<file path="src/rtl/mac_pkg.sv">
// Shared constants and types for the pipelined multiply-add / accumulate unit.
package mac_pkg;

  localparam int SIZE    = 8;   // operand width of A, B, C
  localparam int OUTSIZE = 20;  // result width, at least 2*SIZE+1
  localparam int LENW    = 4;   // width of the accumulate block length

  typedef enum logic {
    MODE_MADD = 1'b0,
    MODE_ACC  = 1'b1
  } mode_t;

  typedef enum logic {
    ST_IDLE = 1'b0,
    ST_ACC  = 1'b1
  } state_t;

  typedef logic [SIZE-1:0]    operand_t;
  typedef logic [OUTSIZE-1:0] result_t;

endpackage

</file>
<file path="src/rtl/mac_accum_pipe_if.sv">
// Sample-side and result-side valid/ready bus of the multiply-add unit.
interface mac_accum_pipe_if #(
  parameter int SIZE    = mac_pkg::SIZE,
  parameter int OUTSIZE = mac_pkg::OUTSIZE,
  parameter int LENW    = mac_pkg::LENW
);

  logic               in_valid;
  logic               in_ready;
  logic [SIZE-1:0]    A;
  logic [SIZE-1:0]    B;
  logic [SIZE-1:0]    C;
  logic               mode;
  logic [LENW-1:0]    acc_len;
  logic               out_valid;
  logic               out_ready;
  logic [OUTSIZE-1:0] data_out;
  logic               ovf;

  // Producer/consumer side: drives samples and accepts results.
  modport master (
    output in_valid, A, B, C, mode, acc_len, out_ready,
    input  in_ready, out_valid, data_out, ovf
  );

  // Unit side.
  modport slave (
    input  in_valid, A, B, C, mode, acc_len, out_ready,
    output in_ready, out_valid, data_out, ovf
  );

endinterface

</file>
<file path="src/rtl/mac_sat_add.sv">
// Combinational unsigned adder that clamps to all-ones on carry-out.
module mac_sat_add #(
  parameter int W = mac_pkg::OUTSIZE
) (
  input  logic [W-1:0] a,
  input  logic [W-1:0] b,
  output logic [W-1:0] sum,
  output logic         ovf
);

  logic [W:0] full;

  assign full = {1'b0, a} + {1'b0, b};
  assign ovf  = full[W];
  assign sum  = ovf ? '1 : full[W-1:0];

endmodule

</file>
<file path="src/rtl/mac_accum_pipe.sv">
// Two-stage multiply-add unit: stage 1 registers A*B, stage 2 either emits
// A*B+C per sample or sums a block of products, saturating in both cases.
module mac_accum_pipe #(
  parameter int SIZE    = mac_pkg::SIZE,
  parameter int OUTSIZE = mac_pkg::OUTSIZE,
  parameter int LENW    = mac_pkg::LENW
) (
  input logic             clc,
  input logic             rst,
  mac_accum_pipe_if.slave bus
);
  import mac_pkg::*;

  localparam int PW = 2 * SIZE;

  // Whole pipeline advances together; a stalled result freezes everything.
  logic en;

  logic            s1_v_reg;
  logic [PW-1:0]   s1_prod_reg;
  logic [SIZE-1:0] s1_c_reg;
  mode_t           s1_mode_reg;
  logic [LENW-1:0] s1_len_reg;

  state_t             state_reg, state_next;
  logic [OUTSIZE-1:0] acc_reg, acc_next;
  logic [LENW-1:0]    count_reg, count_next;
  logic [LENW-1:0]    len_reg, len_next;
  logic               ovf_acc_reg, ovf_acc_next;
  logic               out_valid_reg, out_valid_next;
  logic [OUTSIZE-1:0] data_reg, data_next;
  logic               ovf_reg, ovf_next;

  logic [OUTSIZE-1:0] prod_ext;
  logic [OUTSIZE-1:0] add_a;
  logic [OUTSIZE-1:0] add_sum;
  logic               add_ovf;
  logic [LENW-1:0]    count_inc;
  logic [LENW-1:0]    len_eff;

  assign en            = !out_valid_reg || bus.out_ready;
  assign bus.in_ready  = en;
  assign bus.out_valid = out_valid_reg;
  assign bus.data_out  = data_reg;
  assign bus.ovf       = ovf_reg;

  assign prod_ext  = OUTSIZE'(s1_prod_reg);
  assign count_inc = count_reg + LENW'(1);
  // A zero block length would never close, so it behaves as a length of one.
  assign len_eff   = (s1_len_reg == '0) ? LENW'(1) : s1_len_reg;

  // One adder serves both paths: addend C in MADD, running sum in ACC.
  assign add_a = (state_reg == ST_ACC) ? acc_reg : OUTSIZE'(s1_c_reg);

  mac_sat_add #(.W(OUTSIZE)) u_add (
    .a   (add_a),
    .b   (prod_ext),
    .sum (add_sum),
    .ovf (add_ovf)
  );

  // Stage 1: capture the product and the per-sample controls.
  always_ff @(posedge clc) begin
    if (rst) begin
      s1_v_reg    <= 1'b0;
      s1_prod_reg <= '0;
      s1_c_reg    <= '0;
      s1_mode_reg <= MODE_MADD;
      s1_len_reg  <= '0;
    end else if (en) begin
      s1_v_reg    <= bus.in_valid;
      s1_prod_reg <= PW'(bus.A) * PW'(bus.B);
      s1_c_reg    <= bus.C;
      s1_mode_reg <= mode_t'(bus.mode);
      s1_len_reg  <= bus.acc_len;
    end
  end

  // Stage 2 next-state: MADD result, block open, accumulate or block close.
  always_comb begin
    state_next     = state_reg;
    acc_next       = acc_reg;
    count_next     = count_reg;
    len_next       = len_reg;
    ovf_acc_next   = ovf_acc_reg;
    out_valid_next = 1'b0;
    data_next      = data_reg;
    ovf_next       = ovf_reg;
    if (s1_v_reg) begin
      case (state_reg)
        ST_IDLE: begin
          if (s1_mode_reg == MODE_ACC) begin
            len_next     = len_eff;
            acc_next     = prod_ext;
            count_next   = LENW'(1);
            ovf_acc_next = 1'b0;
            if (len_eff == LENW'(1)) begin
              out_valid_next = 1'b1;
              data_next      = prod_ext;
              ovf_next       = 1'b0;
            end else begin
              state_next = ST_ACC;
            end
          end else begin
            out_valid_next = 1'b1;
            data_next      = add_sum;
            ovf_next       = add_ovf;
          end
        end
        ST_ACC: begin
          // Mode/acc_len carried by samples inside an open block are ignored.
          acc_next     = add_sum;
          ovf_acc_next = ovf_acc_reg | add_ovf;
          count_next   = count_inc;
          if (count_inc == len_reg) begin
            out_valid_next = 1'b1;
            data_next      = add_sum;
            ovf_next       = ovf_acc_reg | add_ovf;
            state_next     = ST_IDLE;
          end
        end
        default: state_next = ST_IDLE;
      endcase
    end
  end

  // Stage 2 registers; reset discards any partially accumulated block.
  always_ff @(posedge clc) begin
    if (rst) begin
      state_reg     <= ST_IDLE;
      acc_reg       <= '0;
      count_reg     <= '0;
      len_reg       <= '0;
      ovf_acc_reg   <= 1'b0;
      out_valid_reg <= 1'b0;
      data_reg      <= '0;
      ovf_reg       <= 1'b0;
    end else if (en) begin
      state_reg     <= state_next;
      acc_reg       <= acc_next;
      count_reg     <= count_next;
      len_reg       <= len_next;
      ovf_acc_reg   <= ovf_acc_next;
      out_valid_reg <= out_valid_next;
      data_reg      <= data_next;
      ovf_reg       <= ovf_next;
    end
  end

endmodule

</file>
<file path="src/flat_wrapper.sv">
// flat-port wrapper written by rule: the top's interface ports become plain ports
module mac_accum_pipe_flat import mac_pkg::*;
#(
  parameter int SIZE    = mac_pkg::SIZE,
  parameter int OUTSIZE = mac_pkg::OUTSIZE,
  parameter int LENW    = mac_pkg::LENW
)
  (clc, rst, bus_in_valid, bus_A, bus_B, bus_C, bus_mode, bus_acc_len, bus_out_ready, bus_in_ready, bus_out_valid, bus_data_out, bus_ovf);
  mac_accum_pipe_if #(.SIZE(SIZE), .OUTSIZE(OUTSIZE), .LENW(LENW)) bus_i ();
  input logic clc;
  input logic rst;
  input wire logic [$bits(bus_i.in_valid)-1:0] bus_in_valid;
  input wire logic [$bits(bus_i.A)-1:0] bus_A;
  input wire logic [$bits(bus_i.B)-1:0] bus_B;
  input wire logic [$bits(bus_i.C)-1:0] bus_C;
  input wire logic [$bits(bus_i.mode)-1:0] bus_mode;
  input wire logic [$bits(bus_i.acc_len)-1:0] bus_acc_len;
  input wire logic [$bits(bus_i.out_ready)-1:0] bus_out_ready;
  output wire logic [$bits(bus_i.in_ready)-1:0] bus_in_ready;
  output wire logic [$bits(bus_i.out_valid)-1:0] bus_out_valid;
  output wire logic [$bits(bus_i.data_out)-1:0] bus_data_out;
  output wire logic [$bits(bus_i.ovf)-1:0] bus_ovf;
  assign bus_i.in_valid = bus_in_valid;
  assign bus_i.A = bus_A;
  assign bus_i.B = bus_B;
  assign bus_i.C = bus_C;
  assign bus_i.mode = bus_mode;
  assign bus_i.acc_len = bus_acc_len;
  assign bus_i.out_ready = bus_out_ready;
  assign bus_in_ready = bus_i.in_ready;
  assign bus_out_valid = bus_i.out_valid;
  assign bus_data_out = bus_i.data_out;
  assign bus_ovf = bus_i.ovf;
  mac_accum_pipe #(.SIZE(SIZE), .OUTSIZE(OUTSIZE), .LENW(LENW)) u_core (.clc(clc), .rst(rst), .bus(bus_i));
endmodule
</file>
<file path="config.mk">
export PLATFORM = sky130hd
export DESIGN_NAME = mac_accum_pipe_flat
export DESIGN_NICKNAME = d
export VERILOG_FILES = /design/src/rtl/mac_pkg.sv /design/src/rtl/mac_accum_pipe_if.sv /design/src/rtl/mac_sat_add.sv /design/src/rtl/mac_accum_pipe.sv /design/src/flat_wrapper.sv
export SDC_FILE = /design/constraint.sdc
export NUM_CORES = 1
export LEC_CHECK = 0
export CAP_MARGIN = 20
export CORE_MARGIN = 2
export CORE_UTILIZATION = 35
export DETAILED_ROUTE_END_ITERATION = 7
export PLACE_DENSITY = 0.61
export SLEW_MARGIN = 20
export SYNTH_ARGS = -nofsm -noshare
export SYNTH_HDL_FRONTEND = slang
export SYNTH_SLANG_ARGS = --single-unit
</file>
<file path="constraint.sdc">
create_clock -name clc -period 13.41 [get_ports clc]
set_input_delay 2.0115 -clock clc [delete_from_list [all_inputs] [get_ports clc]]
set_output_delay 2.0115 -clock clc [all_outputs]
set_load 0.03 [all_outputs]
</file>
# After elaboration in Yosys (flattened, before gate mapping)
# Cells that the tools add are included.
[word_totals]
n_memories = 0
mem_bits_rw = 0
latchBits = 0
romBits = 0
input_bits = 33
elab_cells = 56
reg_bits = 82
[classes]
mux = 26
reduce_logical = 7
mul = 1
n_eq_ne = 5
order_cmp = 0
n_addsub = 2
n_shift = 0
bitwise = 2
div_mod_pow = 0
[op_table]
columns = ["operator", "count"]
rows = [
  ["20-bit two-way mux", 6],
  ["20-bit one-hot mux with 2 select lines", 2],
  ["20-bit by 16-bit adder with 21-bit output", 1],
  ["8-bit by 8-bit multiplier with 16-bit output", 1],
  ["1-bit two-way mux", 11],
  ["4-bit two-way mux", 2],
  ["1-bit one-hot mux with 2 select lines", 4],
  ["4-bit one-hot mux with 2 select lines", 1],
  ["4-bit AND reduction", 2],
  ["4-bit by 1-bit adder with 4-bit output (second input constant)", 1],
  ["4-bit by 1-bit equality test with 1-bit output (second input constant)", 1],
  ["4-bit equality test", 1],
  ["4-bit logical NOT", 1],
  ["3-bit != test (second input constant)", 1],
  ["3-bit AND reduction", 1],
  ["2-bit by 1-bit != test with 1-bit output (second input constant)", 1],
  ["2-bit != test (second input constant)", 1],
  ["2-bit AND reduction", 1],
  ["1-bit logical NOT", 1],
  ["1-bit logical OR", 1],
  ["1-bit NOT", 1],
  ["1-bit bitwise OR", 1],
]

# Logic depth before layout (Yosys ltp)
[depth]
depth_word = 7
ltp_mapped = 17
mapped_depth_nobuf = 17

# By module
# From an unflattened synthesis, not the netlist that was laid out.
[unflattened]
hier_cells = 800
hier_area_um2 = 6776.5
[modules_own_cells]
columns = ["mod", "area_each_um2", "cells_each", "n_inst"]
rows = [
  ["mac_accum_pipe", 5577.8, 622, 1],
  ["mac_sat_add", 1198.6, 178, 1],
]

# Worst setup path after synthesis
# Ideal clock, no wire load.
[synth_timing]
path_kind = "input to register"
from = "in bus_A[2]"
to = "reg u_core.s1_prod_reg[14]"
setup_ps = 70
stages = 14
arrival_time_ps = 5763
path_buffers = 0
path_slack_ps = 7577
required_time_ps = 13340
cell_sequence = "and2_1 -> fa_1 -> fa_1 -> fa_1 -> inv_1 -> fa_1 -> inv_1 -> ha_1 -> or3_1 -> o31a_1 -> a31oi_1 -> xnor2_1 -> nand2_1 -> a21oi_1"
[synth_between]
elab_chain_cells = 1
[synth_rtl]
columns = ["element", "line", "text"]
rows = [
  ["from (decl)", "flat_wrapper.sv:13", "input wire logic [$bits(bus_i.A)-1:0] bus_A;"],
  ["8-bit by 8-bit multiplier with 16-bit output", "mac_accum_pipe.sv:72", "s1_prod_reg <= PW'(bus.A) * PW'(bus.B);"],
  ["to (signal assigned)", "mac_accum_pipe.sv:72", ""],
  ["to (decl)", "mac_accum_pipe.sv:20", "logic [PW-1:0] s1_prod_reg;"],
]
# No other way between the ends.
# A chain may end at the register's enable or synchronous reset.

# Final worst setup path
# Ends and elaborated chain as after synthesis.

==> results.ini <==
[outcome]
status=finished, violations left
failed_checks=DRC

[logic_synthesis]
yosys_warnings=0
synth_edf_count=0
synth.top_cell.area_share=0.253
netlist_area_um2=6480
synth_cells=792
ys_seq_area_frac=0.253
synthArstFlopShare=0
synth_area_per_cell_um2=8.18
synth.largest_area_cell=dfxtp_1
synth_ff_type=dfxtp_1
syn_nets=915
synth-seq-cells=82
synth.area.top_cells=dfxtp_1 (25%), fa_1 (11%), ha_1 (10%), a21oi_1 (7.3%), nand2_1 (6.4%)
synth_cell_types=67

[cells_and_area]
final_common_cell=nand2_1
finalNetCount=956
fillers=1848
insertedDiodeCount=0
drive_gt1_frac=0.0537
area_growth_syn_to_layout_pct=15.8
mostFrequentLayoutCells=nand2_1 (110), a21oi_1 (94), dfxtp_1 (82)

[cts]
cts_tree=built
cts_made_buffers=9
cts_hold_buf=0
ctsRootBufferMaster=clkbuf_16
clockBufferDepth=2
cts_resized=0
clk_latency_ns=0.34
post_cts_buffers=0
clkTransAtPathRegs_ns=0.06
htreeDepth=3
cts_num_sinks=82

[detailed_routing]
drt-wirelength-per-cell_um=14.7
drt-initial-drc-count=331
antenna_left=0
drtPass1Iterations=7
routed_wl_um=15700
vias_per_cell=5.25
drc=4
vias=5599

[critical_path]
critical_path_class=primary input to register
rr_startpoint=u_core.state_reg$_SDFFE_PP0P_
critical_path.max_fanout=8
arrival_ns=6.46
start_kind=primary input
crit_path_end_kind=register
rr_worst_depth=12
r2r_slack_ns=9.51
required_ns=13.68
r2r_end=u_core.bus.data_out[1]$_SDFFE_PP0P_

[timing]
period_share=0.462
rsz0062_at_grt=no
fmax_mhz=161
finalSetupViolations=0
worst_pin_slew_ns=1.04
clock_skew_ns=0.0118
drv_slew=0
tns_ns=0
hold_viol=0
relSlewSlack=0.304
whs_ns=0.442
period_needed_ns=6.19

[floorplan]
start_util=0.358
die_h_um=140
rows=49
die_w_um=140
fp.coreArea_um2=18100
io_pins=56
die_area_um2=19600

[worst_hold_path]
worstHoldEndpoint=u_core.acc_reg[8]$_SDFFE_PP0P_
holdPathStages=2
hp-start=u_core.acc_reg[8]$_SDFFE_PP0P_
hold_class=register to register

[power]
peakVddDrop_v=0.0000667
p_per_area_nw_per_um2=124
total_leakage_power_uw=0.00332

[placement]
place_congestion=0.901
dp_hpwl_um=11900
portBuffers=55

[grt]
grt_overflow=0
grt_antenna_before_repair=0
grt_use_total=0.163
grt_pass1_wl_um=26300
first_global_vias=5321
grt_max_degree=63

[run]
drv_cap=0

[worst max-delay path, stage by stage]
cell and delay (ns):
clkdlybuf4s50_1 0.52, and2_1 0.23, fa_1 0.50, fa_1 0.52, fa_1 0.56, inv_1 0.06, fa_1 0.52, inv_1 0.04
ha_1 0.22, or3_1 0.40, o22a_1 0.19, o31a_1 0.14, a31oi_1 0.20, xnor2_1 0.14, nand2_1 0.06, a21oi_1 0.14
[per-layer routing]
layer / vias up / wire length (um) / global-route usage
li1: 2818 / - / -
met1: 2658 / 8040 / 0.233
met2: 103 / 6970 / 0.261
met3: 20 / 500 / 0.0212
met4: 0 / 226 / 0.0399
met5: - / 0 / 0
[cells by family after synthesis]
kind of cell	synth area share
muxes	0.0168
and+or+nand+nor	0.209
AOI/OAI and AO/OA	0.215
buffers and inverters	0.0589
xor gates and xnor gates	0.0297
DFF	0.253
adders and majority gates	0.217
[cells in the mapped netlist (2+ instances only)]
cell type / count
mux2i_1: 3
nand2_1: 110
o21a_1: 10
fa_1: 37
a211oi_1: 17
o21ai_1: 2
and2_1: 63
a31oi_1: 6
a21o_1: 24
mux2_2: 7
o21ai_0: 27
a32oi_1: 2
and3_1: 5
a21oi_1: 94
dfxtp_1: 82
buf_2: 2
nor3_1: 11
nor2b_1: 4
a41oi_1: 2
nor2_1: 44
clkbuf_1: 23
buf_1: 3
buf_6: 2
ha_1: 53
a32o_1: 2
clkbuf_8: 3
o31ai_1: 12
nand3_1: 11
xnor2_1: 14
or3_1: 4
and2_2: 2
nand2b_1: 4
inv_1: 55
o211ai_1: 4
nand3b_1: 3
nand4b_1: 2
o221ai_1: 2
a211o_1: 2
a21boi_0: 2
xor2_1: 8
nand4_1: 3
[how the worst max path moves through the flow]
stage | from | endpoint | slack (ns) | depth (start not counted)
2_1_floorplan | bus_A[2] | u_core.s1_prod_reg[14]$_SDFFE_PP0N_ | 7.58 | 14
3_3_place_gp | bus_B[7] | u_core.s1_prod_reg[14]$_SDFFE_PP0N_ | 6.89 | 16
4_1_cts | bus_B[7] | u_core.s1_prod_reg[14]$_SDFFE_PP0N_ | 7.20 | 16
5_1_grt | bus_B[7] | u_core.s1_prod_reg[14]$_SDFFE_PP0N_ | 6.97 | 16
6_report | bus_A[2] | u_core.s1_prod_reg[14]$_SDFFE_PP0N_ | 7.22 | 16
3_5_place_dp | bus_B[7] | u_core.s1_prod_reg[14]$_SDFFE_PP0N_ | 6.84 | 16
[cell type report]
cell class | instances | area (um2) | area share
sequential | 82 | 1640 | 0.219
timing repair buffer | 63 | 606 | 0.0807
clock buffer | 10 | 229 | 0.0305
multi-input combinational | 621 | 4460 | 0.595
clock inverter | 6 | 67.6 | 0.00900
inverter | 56 | 210 | 0.0280
tap | 229 | 287 | 0.0382
[stage by stage]
| stage | power, uW | cell area (um2) | utilization | std cells | setup WS [ns] |
|---|---|---|---|---|---|
| final | 934 | 7500 | 0.415 | 1067 | 7.22 |
| after global routing | 1010 | 7500 | 0.415 | 1067 | 6.97 |
| after CTS | 941 | 7500 | 0.415 | 1067 | 7.20 |
| after detailed placement | 692 | 7210 | 0.398 | 1051 | 6.84 |
| after global placement | 689 | 7210 | 0.398 | 1051 | 6.89 |
| after floorplan | 599 | 6480 | - | 792 | 7.58 |
[power by group]
part | switching, uW | total [uW] | internal (uW)
sequential | 28.9 | 298 | 269
combinational | 216 | 390 | 174
clock | 101 | 245 | 145
No activity file was read; power rests on OpenSTA's default activity.
